--- src/rtl/cv_frame_smoother.sv ---
// cv_frame_smoother
//   Brings the five CV words from the SPI receiver into the i_Clock domain. Each completed
//   frame is captured, run through a per-channel one-pole low-pass filter, and published.
//   The filter uses one shared datapath that handles one channel per cycle. All five results
//   are published together with a one-cycle o_Valid strobe. A watchdog raises o_Stale when
//   frames stop arriving.
// Ports
//   i_Clock, i_Reset_N   main clock; asynchronous active-low reset
//   i_Data0..i_Data4     16-bit CV words; quasi-static while i_Data_Received is high
//   i_Data_Received      asynchronous frame-complete level from the SPI domain
//   o_CV0..o_CV4         filtered CV words, registered
//   o_Valid              one-cycle pulse when o_CV0..4 update
//   o_Stale              no frame within TIMEOUT_CYCLES, or none since reset
module cv_frame_smoother #(
  parameter int SMOOTH_SHIFT   = 3,
  parameter int TIMEOUT_CYCLES = 65535,
  parameter int TIMEOUT_W      = 16
) (
  input  logic        i_Clock,
  input  logic        i_Reset_N,
  input  logic [15:0] i_Data0,
  input  logic [15:0] i_Data1,
  input  logic [15:0] i_Data2,
  input  logic [15:0] i_Data3,
  input  logic [15:0] i_Data4,
  input  logic        i_Data_Received,
  output logic [15:0] o_CV0,
  output logic [15:0] o_CV1,
  output logic [15:0] o_CV2,
  output logic [15:0] o_CV3,
  output logic [15:0] o_CV4,
  output logic        o_Valid,
  output logic        o_Stale
);

  localparam int NUM_CH = 5;
  localparam int AW     = 16 + SMOOTH_SHIFT;
  localparam logic [2:0]           LAST_CH = 3'(NUM_CH - 1);
  localparam logic [TIMEOUT_W-1:0] WD_MAX  = TIMEOUT_W'(TIMEOUT_CYCLES);
  localparam logic [TIMEOUT_W-1:0] WD_PRE  = TIMEOUT_W'(TIMEOUT_CYCLES - 1);

  typedef enum logic [1:0] {S_IDLE, S_CAPTURE, S_FILTER, S_PUBLISH} state_t;

  state_t                      state_q, state_d;
  logic [2:0]                  sync_q;   // [1:0] synchroniser, [2] previous synced level
  logic                        evt;
  logic                        pending_q;
  logic                        prime_q;
  logic [2:0]                  ch_q;
  logic [NUM_CH-1:0][15:0]     din;
  logic [NUM_CH-1:0][15:0]     shadow_q;
  logic [NUM_CH-1:0][AW-1:0]   acc_q;
  logic [NUM_CH-1:0][15:0]     cv_q;
  logic [TIMEOUT_W-1:0]        wd_q;
  logic [AW-1:0]               cur_acc, cur_smp, acc_new;

  assign din = {i_Data4, i_Data3, i_Data2, i_Data1, i_Data0};
  assign evt = sync_q[1] & ~sync_q[2];

  // Shared filter datapath. Priming loads the accumulator so the first output equals the
  // sample, with no ramp from zero. In steady state the accumulator holds 2^S * output, so
  // acc - acc/2^S + x is bounded by 2^S * 0xFFFF and cannot overflow AW bits.
  assign cur_acc = acc_q[ch_q];
  assign cur_smp = AW'(shadow_q[ch_q]);
  assign acc_new = prime_q ? (cur_smp << SMOOTH_SHIFT)
                           : (cur_acc - (cur_acc >> SMOOTH_SHIFT) + cur_smp);

  always_comb begin
    state_d = state_q;
    case (state_q)
      S_IDLE:    if (evt || pending_q) state_d = S_CAPTURE;
      S_CAPTURE: state_d = S_FILTER;
      S_FILTER:  if (ch_q == LAST_CH) state_d = S_PUBLISH;
      S_PUBLISH: state_d = S_IDLE;
      default:   state_d = S_IDLE;
    endcase
  end

  always_ff @(posedge i_Clock or negedge i_Reset_N) begin
    if (!i_Reset_N) begin
      state_q   <= S_IDLE;
      sync_q    <= '0;
      pending_q <= 1'b0;
      prime_q   <= 1'b0;
      ch_q      <= '0;
      shadow_q  <= '0;
      acc_q     <= '0;
      cv_q      <= '0;
      wd_q      <= '0;
      o_Valid   <= 1'b0;
      o_Stale   <= 1'b1;
    end else begin
      state_q <= state_d;
      sync_q  <= {sync_q[1:0], i_Data_Received};
      o_Valid <= (state_q == S_PUBLISH);

      // One outstanding frame is remembered while busy; anything further coalesces into it.
      if (state_q == S_IDLE) pending_q <= 1'b0;
      else if (evt)          pending_q <= 1'b1;

      if (state_q == S_CAPTURE) begin
        shadow_q <= din;
        prime_q  <= o_Stale;
        ch_q     <= '0;
      end else if (state_q == S_FILTER) begin
        acc_q[ch_q] <= acc_new;
        ch_q        <= ch_q + 3'd1;
      end

      if (state_q == S_PUBLISH)
        for (int n = 0; n < NUM_CH; n++) cv_q[n] <= 16'(acc_q[n] >> SMOOTH_SHIFT);

      // Watchdog: CAPTURE takes priority over saturation/terminal.
      if (state_q == S_CAPTURE)  wd_q <= '0;
      else if (wd_q != WD_MAX)   wd_q <= wd_q + 1'b1;

      // Stale rises on the edge where the counter reaches TIMEOUT_CYCLES.
      if (state_q == S_PUBLISH)                               o_Stale <= 1'b0;
      else if (state_q != S_CAPTURE && wd_q >= WD_PRE)        o_Stale <= 1'b1;
    end
  end

  assign o_CV0 = cv_q[0];
  assign o_CV1 = cv_q[1];
  assign o_CV2 = cv_q[2];
  assign o_CV3 = cv_q[3];
  assign o_CV4 = cv_q[4];

endmodule

--- config.mk ---
export PLATFORM = sky130hd
export DESIGN_NAME = cv_frame_smoother
export DESIGN_NICKNAME = d
export VERILOG_FILES = /design/src/rtl/cv_frame_smoother.sv
export SDC_FILE = /design/constraint.sdc
export NUM_CORES = 1
export LEC_CHECK = 0
export CAP_MARGIN = 15
export CORE_ASPECT_RATIO = 1.25
export CORE_MARGIN = 10
export CORE_UTILIZATION = 45
export CTS_CLUSTER_DIAMETER = 80
export DETAILED_ROUTE_END_ITERATION = 8
export PLACE_DENSITY = 0.78
export SLEW_MARGIN = 20
export SYNTH_ARGS = -nofsm -noshare
export SYNTH_HDL_FRONTEND = slang
export SYNTH_SLANG_ARGS = --single-unit
--- constraint.sdc ---
create_clock -name i_Clock -period 6.2 [get_ports i_Clock]
set_clock_uncertainty 0.1 [all_clocks]
set_input_delay 1.24 -clock i_Clock [delete_from_list [all_inputs] [get_ports i_Clock]]
set_output_delay 1.24 -clock i_Clock [all_outputs]
set_load 0.03 [all_outputs]
==> flow_summary.ini, run 1 <==
[logic_synthesis]
async_flop_share_pct = 100
ys_seq_elements = 283
synthesis.instances = 1229
syn-num-nets = 1355
synthesis.area_mm2 = 0.0137
synthFlopType = dfrtp_1
synth.distinct_cells = 66
ys_warn_count = 0
yosysSeqAreaShare_pct = 51.6
syn_avg_cell_area_um2 = 11.2
synth-edff-count = 0

[route]
viasPerCell = 5.50
wl_per_cell_um = 19.7
drt_iter0_markers = 802
drcViolationCount = 0
final_antenna_net_count = 0
first_pass_iters = 5
drt-total-wl_um = 35300
vias = 9841

[setup_path]
ff2ff_path_depth = 14
crit_required_ns = 6.56
regToRegSetupSlack_ns = 1.19
endpoint_kind = flop
critPathLaunch = ch_q[2]
worstSetupStartpointType = flop
worstSetupPathType = reg -> reg
r2r-start = ch_q[2]
crit_fanout = 24
arrival_ns = 5.37

[layout]
seq_area_mm2 = 0.00709
syn_to_final_growth_pct = 21.6
antenna_cells = 0
final_net_count = 1495
multi_input_area_mm2 = 0.00616
fill_cells = 2510
drive_gt1_share_pct = 17.7

[global_route]
overflow = 0
grt_max_degree = 132
antenna_found_initial = 0
grt_use_total_pct = 18.4
grt_pass1_vias = 10155
grt_pass1_wl_um = 56600

[die]
die_w_um = 176
die-area_mm2 = 0.0379
initial_core_util_pct = 45.6
core_mm2 = 0.0301
fp.dieH_um = 215
rows = 71
io_pins = 165

[sta]
max_freq_ghz = 0.200
rsz0062_at_grt = false
hold_viol = 0
drv_slew = 0
tightestPinTransition_ns = 1.06
finalCritPeriodShare_pct = 80.8
relSlewSlack_pct = 28.5
period_minus_slack_ns = 5.01
setup_tns_ns = 0
finalSetupViolCount = 0

[place]
place.gp.congestion = 0.964
place.port_buffers = 164
dp_hpwl_um = 25500

[clock_network]
cts.path.max_buffers = 3
post_cts_buffers = 0
htreeDepth = 1
clock_latency_ns = 0.55
cts.sinks = 283
ctsHoldBuffers = 0
postCtsResizedCells = 0
clk_pin_slew_ns = 0.06
cts_buffers = 28
root_buffer = clkbuf_16
cts_tree = done

[min_path]
min_from = sync_q[0]
hold_class = reg -> reg
whs_path_depth = 0

[status]
outcome = complete, no violations

[run]
drv_cap = 0
## layout make-up
cell class | instances | share of cell area [%]
inverter | 65 | 1.46
clock inverter | 8 | 0.750
multi-input combinational | 816 | 36.9
clock buffer | 42 | 5.00
timing repair buffer | 175 | 10.4
sequential | 283 | 42.5
tap | 401 | 3.01
## cell families (layout without fill, tap and decap cells)
| family | Yosys count | in the layout | synth area share (%) |
|---|---|---|---|
| DFF | 283 | 283 | 51.6 |
| and+or+nand+nor | 263 | 263 | 8.24 |
| AOI/OAI and AO/OA | 256 | 256 | 11.7 |
| muxes | 233 | 233 | 18.5 |
| buffers and inverters | 130 | 290 | 3.78 |
| adders and majority gates | 43 | 43 | 4.80 |
| xor gates and xnor gates | 21 | 21 | 1.34 |
## cell usage in the layout (no fill, tap or decap), types with 4 or more instances in the layout
cell / Yosys / final
clkbuf_1: 46 / 7
fa_1: 16 / 16
nand4_1: 4 / 4
nor2b_1: 4 / 4
a21oi_1: 61 / 61
and3_1: 4 / 4
a21o_1: 8 / 8
o31ai_1: 6 / 6
inv_1: 63 / 63
dfrtp_1: 282 / 280
buf_4: 5 / 10
or3_1: 6 / 6
ha_1: 27 / 25
nor2_1: 81 / 80
and4_1: 4 / 4
clkbuf_8: 0 / 6
mux2i_1: 68 / 68
o22a_1: 30 / 30
xor2_1: 7 / 7
clkdlybuf4s50_1: 0 / 163
xnor2_1: 14 / 14
mux2_2: 163 / 163
nand2_1: 130 / 127
nand3_1: 8 / 8
o21ai_1: 54 / 54
o21ai_0: 54 / 54
clkbuf_16: 0 / 29
a31oi_1: 9 / 9
nor3_1: 8 / 8
## worst paths after layout
check,end
max,acc_q[34]
min,sync_q[1]
max reg2reg,acc_q[34]
min reg2reg,sync_q[1]
max in group asynchronous,acc_q[11]
min in group asynchronous,shadow_q[8]
## cell usage after synthesis (6+ instances only)
cell type | count | area share [%]
nor3_1 | 8 | 0.29
clkbuf_1 | 46 | 1.3
xor2_1 | 7 | 0.45
a31oi_1 | 9 | 0.41
ha_1 | 27 | 2.5
buf_2 | 9 | 0.33
o22a_1 | 30 | 1.9
a21oi_1 | 61 | 2.2
dfrtp_1 | 282 | 51
fa_1 | 16 | 2.3
o21ai_1 | 54 | 2.0
nand3_1 | 8 | 0.29
mux2_2 | 163 | 13
o21ai_0 | 54 | 2.0
mux2i_1 | 68 | 5.0
inv_1 | 63 | 1.7
nor2_1 | 81 | 2.2
o31ai_1 | 6 | 0.33
nand2_1 | 130 | 3.6
xnor2_1 | 14 | 0.89
or3_1 | 6 | 0.27
a21o_1 | 8 | 0.44
## through the flow
step | utilization, % | cell area [um2] | setup WS (ns) | std cells | hold WS [ns]
after floorplan | - | 13700 | 2.01 | 1229 | 0.231
after global placement | 52.2 | 15700 | 1.35 | 1740 | 0.241
after detailed placement | 52.2 | 15700 | 1.33 | 1740 | 0.236
after CTS | 55.4 | 16700 | 1.26 | 1790 | 0.250
after global routing | 55.4 | 16700 | 0.845 | 1790 | 0.259
final | 55.4 | 16700 | 1.19 | 1790 | 0.248
## worst max-delay path: stages, from the launching register on
cell	delay, ns
dfrtp_2	0.81
inv_2	0.15
nand2_1	0.61
buf_4	0.35
o22a_1	0.22
inv_1	0.07
fa_1	0.53
inv_1	0.04
ha_1	0.37
nand2_1	0.13
o21bai_2	0.24
a2111oi_0	0.64
or3_1	0.19
nand3_1	0.17
a31oi_1	0.28
## metal layers
metal	up-vias	global-route usage [%]	routed length, um
met4	0	5.55	833
met3	54	3.07	2500
met2	357	30.2	17100
li1	4559	-	-
met1	4871	24.3	14900
met5	-	0	0
## sequential cells by signal, summed over array words and instances (netlist names), 2 cells and up
signal    cells
acc_q        95
ch_q          3
o_CV0        16
o_CV1        16
o_CV2        16
o_CV3        16
o_CV4        16
shadow_q     80
state_q       2
sync_q        3
wd_q         16
Power of run 1 is left out: the tool's default activity adds up to more than one toggle a clock period on the data nets, which glitch-free logic cannot reach.
==> run 2, diff against run 1 <==
--- a/config.mk
+++ b/config.mk
@@ -11,7 +11,7 @@
 export CORE_UTILIZATION = 45
 export CTS_CLUSTER_DIAMETER = 80
 export DETAILED_ROUTE_END_ITERATION = 8
-export PLACE_DENSITY = 0.78
+export PLACE_DENSITY = 0.8
 export SLEW_MARGIN = 20
 export SYNTH_ARGS = -nofsm -noshare
 export SYNTH_HDL_FRONTEND = slang
==> constraint.sdc (replaced) <==
create_clock -name i_Clock -period 4.1 [get_ports i_Clock]
set_clock_uncertainty 0.1 [all_clocks]
set_input_delay 0.82 -clock i_Clock [delete_from_list [all_inputs] [get_ports i_Clock]]
set_output_delay 0.82 -clock i_Clock [all_outputs]
set_load 0.03 [all_outputs]
==> flow_summary.ini, run 2 (synthesis results as in run 1) <==
[global_route]
grt_pass1_vias = 10355
overflow = 0
grt_max_degree = 112
grt_use_total_pct = 18.8
antenna_found_initial = 0
grt_pass1_wl_um = 57800

[die]
core_mm2 = 0.0301
rows = 71
die-area_mm2 = 0.0379
io_pins = 165
initial_core_util_pct = 45.6
fp.dieH_um = 215
die_w_um = 176

[layout]
largest_reg_flops = 95
post-route-util_pct = 59.0
fill_cells = 2370
largest_registers = acc_q (95), shadow_q (80)
final_net_count = 1568
top_register = acc_q
drive_gt1_share_pct = 25.9
layout_common_cells = 280 x dfrtp_1, 163 x mux2_2, 163 x clkdlybuf4s50_1
antenna_cells = 0
syn_to_final_growth_pct = 29.4
layout_commonest_cell = dfrtp_1

[route]
drcViolationCount = 0
final_antenna_net_count = 0
drt_iter0_markers = 634
vias = 10178
wl_per_cell_um = 19.9
first_pass_iters = 4
viasPerCell = 5.46
drt-total-wl_um = 37100

[clock_network]
cts_buffers = 28
clock_latency_ns = 0.56
clk_pin_slew_ns = 0.06
cts.path.max_buffers = 3
root_buffer = clkbuf_16
htreeDepth = 1
cts_tree = done
cts.sinks = 283

[run]
drv_cap = 0

[sta]
setup_ws_ns = 0.0469
period_minus_slack_ns = 4.05
finalCritPeriodShare_pct = 98.9
tightestPinTransition_ns = 0.929
max_freq_ghz = 0.247
finalSetupViolCount = 0
hold_viol = 0
relSlewSlack_pct = 38.1
rsz0062_at_grt = true
drv_slew = 0
setup_tns_ns = 0

[setup_path]
worstSetupPathType = reg -> reg
crit_required_ns = 4.40
worstSetupStartpointType = flop
arrival_ns = 4.35
endpoint_kind = flop
ff2ff_path_depth = 15
crit_fanout = 19

[place]
dp_worst_setup_slack_ns = -0.139
place.gp.congestion = 0.921
place.port_buffers = 164
dp_hpwl_um = 26300

[status]
outcome = complete, no violations

[min_path]
hold_class = in -> async
-- run 2: layout make-up --
class	count	area [um2]	share of cell area, %
inverters	65	244	1.37
clock buffers	44	861	4.85
flip-flops and latches	283	7090	39.9
clock inverters	8	106	0.599
well taps	401	502	2.83
repair buffers	248	2460	13.8
multi-input cells	816	6500	36.6
-- run 2: per-stage QoR --
stage                     area [um2]  instances  hold WS [ns]
final                          17800       1865         0.156
after global routing           17800       1865         0.232
after CTS                      17300       1851         0.246
after detailed placement       16200       1790         0.239
after global placement         16200       1790         0.239
after floorplan                13700       1229         0.231
-- run 2: timing repair --
action / CTS / global route
cloned: 1 / 0
pin swaps: 11 / 28
resized for setup: 11 / 70
hold buffers: 0 / 0
setup buffers: 8 / 14
endpoints found under the setup margin: 25 / 51
-- run 2: layer usage --
| metal | vias up | track usage [%] | routed length (um) |
|---|---|---|---|
| li1 | 4718 | - | - |
| met1 | 5070 | 24.1 | 15500 |
| met2 | 328 | 31.8 | 18300 |
| met3 | 62 | 3.07 | 2360 |
| met4 | 0 | 5.46 | 979 |
| met5 | - | 0 | 0 |
-- run 2: worst paths after layout --
check / from / endpoint / slack [ns]
worst max register to register: ch_q[2] / acc_q[87] / 0.05
min in group i_Clock: sync_q[0] / sync_q[1] / 0.25
max in group asynchronous: i_Reset_N / acc_q[28] / 2.70
worst min register to register: sync_q[0] / sync_q[1] / 0.25
worst max-delay path: ch_q[2] / acc_q[87] / 0.05
worst min-delay path: i_Reset_N / shadow_q[8] / 0.16
-- run 2: critical path: stages (launching register included) --
cell and delay (ns):
dfrtp_2 0.46, buf_12 0.21, mux2i_1 0.20, nor2_1 0.06
a21oi_1 0.24, o22a_1 0.29, fa_1 0.46, inv_2 0.08
ha_4 0.21, a21o_4 0.22, a31o_4 0.22, o21bai_4 0.19
a211oi_4 0.10, or3_4 0.41, a31oi_4 0.31, a21oi_1 0.11
Power of run 2 is left out for the same reason.
==> run 3, diff against run 2 <==
==> constraint.sdc (replaced) <==
create_clock -name i_Clock -period 4.1 [get_ports i_Clock]
set_clock_uncertainty 0.1 [all_clocks]
set_input_delay 0.82 -clock i_Clock [delete_from_list [all_inputs] [get_ports i_Clock]]
set_output_delay 0.82 -clock i_Clock [all_outputs]
set_load 0.02 [all_outputs]
==> results of run 3 <==
Final layout, timing and power as in run 2 (identical DEF).
Power of run 3 is left out for the same reason.
